### src/rtl/mm_pkg.sv
// mm_pkg: shared constants and types for the systolic multiplier result path.
package mm_pkg;
    localparam int NUM_RES = 9;
    localparam int CAP0 = 5;
    localparam int CAP1 = 6;
    localparam int CAP2 = 7;
    typedef enum logic [1:0] {IDLE, WAIT, STREAM} state_t;
    function automatic int rw_of(input int n);
        return 2 * n + 4;
    endfunction
endpackage

### src/rtl/result_serializer.sv
// result_serializer: captures the 3x3 array's skewed boundary taps and streams C11..C33 over valid/ready.
module result_serializer
    import mm_pkg::*;
#(
    parameter int N = 1,
    parameter int RW = rw_of(N)
) (
    input  logic          clk,
    input  logic          rst,
    input  logic          start,
    input  logic [RW-1:0] tap0,
    input  logic [RW-1:0] tap1,
    input  logic [RW-1:0] tap2,
    input  logic [RW-1:0] tap3,
    input  logic [RW-1:0] tap4,
    output logic [RW-1:0] out_data,
    output logic          out_valid,
    input  logic          out_ready,
    output logic          out_last,
    output logic          busy,
    output logic          done
);
    state_t        state;
    logic [2:0]    cnt;
    logic [3:0]    idx;
    logic [RW-1:0] res [NUM_RES];
    logic          xfer;
    assign xfer = out_valid && out_ready;
    // Gating on out_valid keeps idle outputs at zero, and rst clears out_valid asynchronously.
    assign out_data = out_valid ? res[idx] : '0;
    assign out_last = out_valid && idx == 4'(NUM_RES - 1);
    always_ff @(posedge clk or posedge rst) begin
        if (rst) begin
            state     <= IDLE;
            cnt       <= '0;
            idx       <= '0;
            out_valid <= 1'b0;
            busy      <= 1'b0;
            done      <= 1'b0;
            for (int i = 0; i < NUM_RES; i++) res[i] <= '0;
        end else begin
            done <= 1'b0;
            case (state)
                IDLE: if (start) begin
                    cnt   <= 3'd1;
                    busy  <= 1'b1;
                    state <= WAIT;
                end
                WAIT: begin
                    cnt <= cnt + 3'd1;
                    // Row-major slots: C11 C12 C13 C21 C22 C23 C31 C32 C33.
                    if (cnt == 3'(CAP0)) begin
                        res[0] <= tap0;
                        res[1] <= tap1;
                        res[2] <= tap2;
                        res[3] <= tap3;
                        res[6] <= tap4;
                    end
                    if (cnt == 3'(CAP1)) begin
                        res[4] <= tap0;
                        res[5] <= tap1;
                        res[7] <= tap3;
                    end
                    if (cnt == 3'(CAP2)) begin
                        res[8]    <= tap0;
                        idx       <= '0;
                        out_valid <= 1'b1;
                        state     <= STREAM;
                    end
                end
                STREAM: if (xfer) begin
                    if (idx == 4'(NUM_RES - 1)) begin
                        idx       <= '0;
                        out_valid <= 1'b0;
                        busy      <= 1'b0;
                        done      <= 1'b1;
                        state     <= IDLE;
                    end else begin
                        idx <= idx + 4'd1;
                    end
                end
                default: state <= IDLE;
            endcase
        end
    end
endmodule

### config.mk
export PLATFORM = sky130hd
export DESIGN_NAME = result_serializer
export DESIGN_NICKNAME = d
export VERILOG_FILES = /design/src/rtl/mm_pkg.sv /design/src/rtl/result_serializer.sv
export SDC_FILE = /design/constraint.sdc
export NUM_CORES = 1
export LEC_CHECK = 0
export BUFFER_PORTS_ARGS = -buffer_cell sky130_fd_sc_hd__clkbuf_2
export CAP_MARGIN = 20
export CORE_MARGIN = 2
export CORE_UTILIZATION = 57
export CTS_CLUSTER_SIZE = 25
export DETAILED_ROUTE_END_ITERATION = 6
export PLACE_DENSITY_LB_ADDON = 0.15
export SLEW_MARGIN = 10
export SYNTH_ARGS = -nofsm -noshare
export SYNTH_HDL_FRONTEND = slang
export SYNTH_SLANG_ARGS = --single-unit
export TNS_END_PERCENT = 100
### constraint.sdc
create_clock -name clk -period 2.6 [get_ports clk]
set_input_delay 0.13 -clock clk [delete_from_list [all_inputs] [get_ports clk]]
set_output_delay 0.13 -clock clk [all_outputs]
set_load 0.05 [all_outputs]
==> results by stage <==
Setup path:
- The worst setup path is launched from a register.
- The number of cells on the worst reg-to-reg path is 3.
- The required arrival time at the worst endpoint is approximately 2500 ps.
- The kind of capture point of the worst setup path is an output port.
- For the worst setup path, the data arrival time is between 2000 and 2500 ps.
- Of all nets on the critical path, the largest fanout is 11.
- The type of the worst setup path is reg -> out.
- The worst register-to-register path has a setup slack of approximately 650 ps.

Routing:
- The post-route DRC violation count is 0.
- The total via count after detailed routing is 2051.
- The pre-antenna-repair detailed-routing pass consisted of 4 iterations.
- For this block, the initial DRC count from the detailed router was roughly 170.
- Once detail routing completed, the nets flagged for antenna violations numbered 0.
- The final wirelength is about 6100 um.
- Dividing the detail-routed wire length by the instance count gives 17.2 um.
- Using the TritonRoute via totals, the vias-per-cell ratio works out to 5.76.

Finish:
- The total inserted antenna cells is 0.
- The final core area utilization is 0.672.
- The most common library cell in the layout ignoring fill and taps is dfrtp_1.
- In the layout the commonest cells are dfrtp_1, clkbuf_2, mux2_2, nand2_1, mux2i_1.
- Of the cells placed in the final design, the portion with a size suffix greater than 1 is 0.426.
- The footprint of the multi-input gates is 0.00140 sq mm.
- The number of nets in the layout is 319.
- The sequential cells in the finished layout cover a total of 0.00165 sq mm.
- The final standard cell count with taps included and fillers excluded is 356.
- The area added between synthesis and finish is 15.1%.
- After filler insertion, the fill cell instance count of the layout stands at 433.

CTS:
- The latest clock arrival within the worst-skew pair is 340 ps.
- In this run the number of H-tree levels came out at 3.
- The CTS sink count is 66.
- The number of setup buffers added after CTS is 0.
- The cell sitting at the root of the clock tree is a clkbuf_8.
- The total clock buffers created by CTS is 9.
- TritonCTS built the clock tree.
- After clock tree synthesis, the clock-pin slew on the worst setup and hold paths is 70 ps.
- The buffer levels on the longest clock path is 2.

Global route:
- The number of global-route vias before repair is 2073.
- The number of antenna violations at the first check in global routing came to 0.
- The largest net degree at the start of global routing is 36.
- The overall fraction of global-route tracks in use is 0.222.
- The first global-routing pass estimated 10300 um of wire.
- The global-route congestion overflow total is 0.

Synthesis:
- In the post-synthesis netlist, the biggest area contributors are dfrtp_1, mux2_2, mux2_4, mux2i_1, mux4_1.
- The synthesized area per cell is 13.8 sq um.
- Synthesis produced a netlist whose cell count is 231.
- The area fraction of the dominant cell type after synthesis is 0.517.
- The post-synthesis register bit count is 66.
- For this run, the number of Yosys warnings is 0.
- Synthesis produced a netlist with a net count of around 270.
- The dominant cell type by area after synthesis is dfrtp_1.
- The synthesized netlist occupies a cell area of 0.00319 sq mm.
- Of the synthesized area, sequential elements account for 0.517.
- Yosys mapped the design onto 39 distinct sky130hd cell types.

Run:
- The number of maximum-capacitance constraint violations is 0.

Placement:
- The instance count after placement with tap cells included is 338.
- Input and output buffers added on the ports amount to 43.
- Detailed placement ended at an HPWL of 4210 um.
- At the end of routability-driven placement, the weighted congestion stood at 0.809.

Floorplan:
- The die covers roughly 0.0062 sq mm.
- Measured along the y axis, the die boundary spans 78.8 um.
- The placement row count is 27.
- The top-level I/O count is 44.
- In this run the horizontal extent of the chip is 78.8 um.
- The effective utilization at floorplan is 0.583.
- In this run the standard cell core region covers 0.00547 sq mm.

Timing:
- The max-slew headroom at the worst pin is 0.496.
- The number of hold violations in the final report is 0.
- The clock arrives with 8.64 ps of skew.
- The sum of negative setup slack is 0 ps.
- Setup repair after global routing left no endpoint under its margin.
- Of the available clock period, the critical path in the final layout requires 0.938.
- Derived from the worst setup path, the maximum achievable clock frequency is 410 MHz.
- The count of pins over their slew limit was 0.
- At the pin with the least slew margin, the transition time is 754 ps.
- The final critical delay including setup and external delays is roughly 2400 ps.
- The final setup violation count is 0.

Hold path:
- Along the worst hold path, the cell count comes to 2.
- The path type of the worst min-delay path is in -> reg.

Power and ir drop:
- Of the total power, combinational logic draws 0.371.
- VDD sags by at most 0.853 mV.
- The leakage power is 1.65 nW.
- For this design the ratio of total power to cell area is about 1200 mW/mm^2.
- The share of total power dissipated in sequential elements is 0.416.
- The fraction of power consumed by the clock network is 0.213.
- Of the total power, the share spent switching nets is 0.340.
- Internal power comes to around 2.9 mW.
- Summed over all nets, the switching power comes to ~1.5 mW.

Outcome:
- The run finished with clean final reports.
-- per-stage QoR --
step / hold WS [ps] / worst slack (ps) / area [sq um] / power [mW]
after global placement: 254 / 591 / 3440 / 3.43
after detailed placement: 252 / 556 / 3440 / 3.50
final: 19.5 / 161 / 3680 / 4.41
after global routing: 6.05 / 52.1 / 3680 / 4.68
after floorplan: 262 / 472 / 3190 / 3.16
after CTS: 7.24 / 194 / 3680 / 4.45
-- worst max-delay path, cell delays in order, from the launching register on --
cell and delay, ps:
dfrtp_1 570, nor4b_2 770, nand2_1 120, a21oi_1 210
clkbuf_2 310
-- final timing paths --
path,from,end
setup / recovery,idx[1]$_DFFE_PP0P_,out_data[2]
hold / removal,tap4[1],res[13]$_DFFE_PP0P_
setup reg to reg,state[0]$_DFFE_PP0P_,res[11]$_DFFE_PP0P_
hold reg to reg,res[39]$_DFFE_PP0P_,res[39]$_DFFE_PP0P_
max in group asynchronous,rst,res[17]$_DFFE_PP0P_
min in group asynchronous,rst,res[15]$_DFFE_PP0P_
-- power by group through the flow --
stage | registers (mW) | logic, mW | clock network, mW
global route | 1.90 | 1.78 | 1.00
finish | 1.83 | 1.64 | 0.937
floorplan | 1.70 | 1.45 | 0
global placement | 1.83 | 1.60 | 0
CTS | 1.84 | 1.66 | 0.954
detailed placement | 1.85 | 1.65 | 0
-- sequential cells by signal, indices dropped and copies added (netlist names) --
name	count
busy	1
cnt	3
done	1
idx	4
out_valid	1
res	54
state	2
-- cells by family (layout without fill, tap and decap cells) --
family | Yosys count | in the layout | synth area share
flops | 66 | 66 | 0.517
fa+ha+maj | 6 | 6 | 0.0235
buf+inv | 20 | 73 | 0.0431
simple gates | 37 | 37 | 0.0678
compound gates | 29 | 29 | 0.0584
mux | 73 | 73 | 0.290
-- synth_stat cells (all sizes together) --
| master | count |
|---|---|
| or3 | 1 |
| and3b | 1 |
| o21bai | 1 |
| and2 | 2 |
| clkbuf | 3 |
| and4b | 1 |
| or4 | 1 |
| nor2 | 5 |
| a32o | 1 |
| a21oi | 8 |
| a311oi | 1 |
| buf | 10 |
| o31ai | 1 |
| nand4b | 1 |
| a31oi | 1 |
| o21ai | 9 |
| mux4 | 6 |
| inv | 7 |
| nor4b | 1 |
| mux2 | 54 |
| ha | 6 |
| nor2b | 2 |
| mux2i | 13 |
| a221oi | 6 |
| nand2b | 2 |
| a22o | 1 |
| dfrtp | 66 |
| nand3 | 3 |
| nand3b | 2 |
| nand2 | 15 |
-- layout make-up --
cell class / instances / area share
clock buffer: 11 / 0.0385
clock inverter: 5 / 0.0211
inverter: 7 / 0.00715
multi-input combinational: 145 / 0.382
sequential: 66 / 0.449
tap: 72 / 0.0245
timing repair buffer: 50 / 0.0776
-- repair_timing --
| item | in CTS | in global routing |
|---|---|---|
| resized for setup | 0 | 0 |
| hold buffers | 2 | 0 |
| hold endpoints to repair | 32 | 0 |
-- metal layers --
layer  global-route usage  routed length (um)  share of wire
met1                0.308                2830           0.46
met2                0.339                2940           0.48
met3               0.0477                 293          0.048
met4               0.0983                  72          0.012
met5                    0                   0              0
Note: power is estimated with default switching activity, not from simulation.
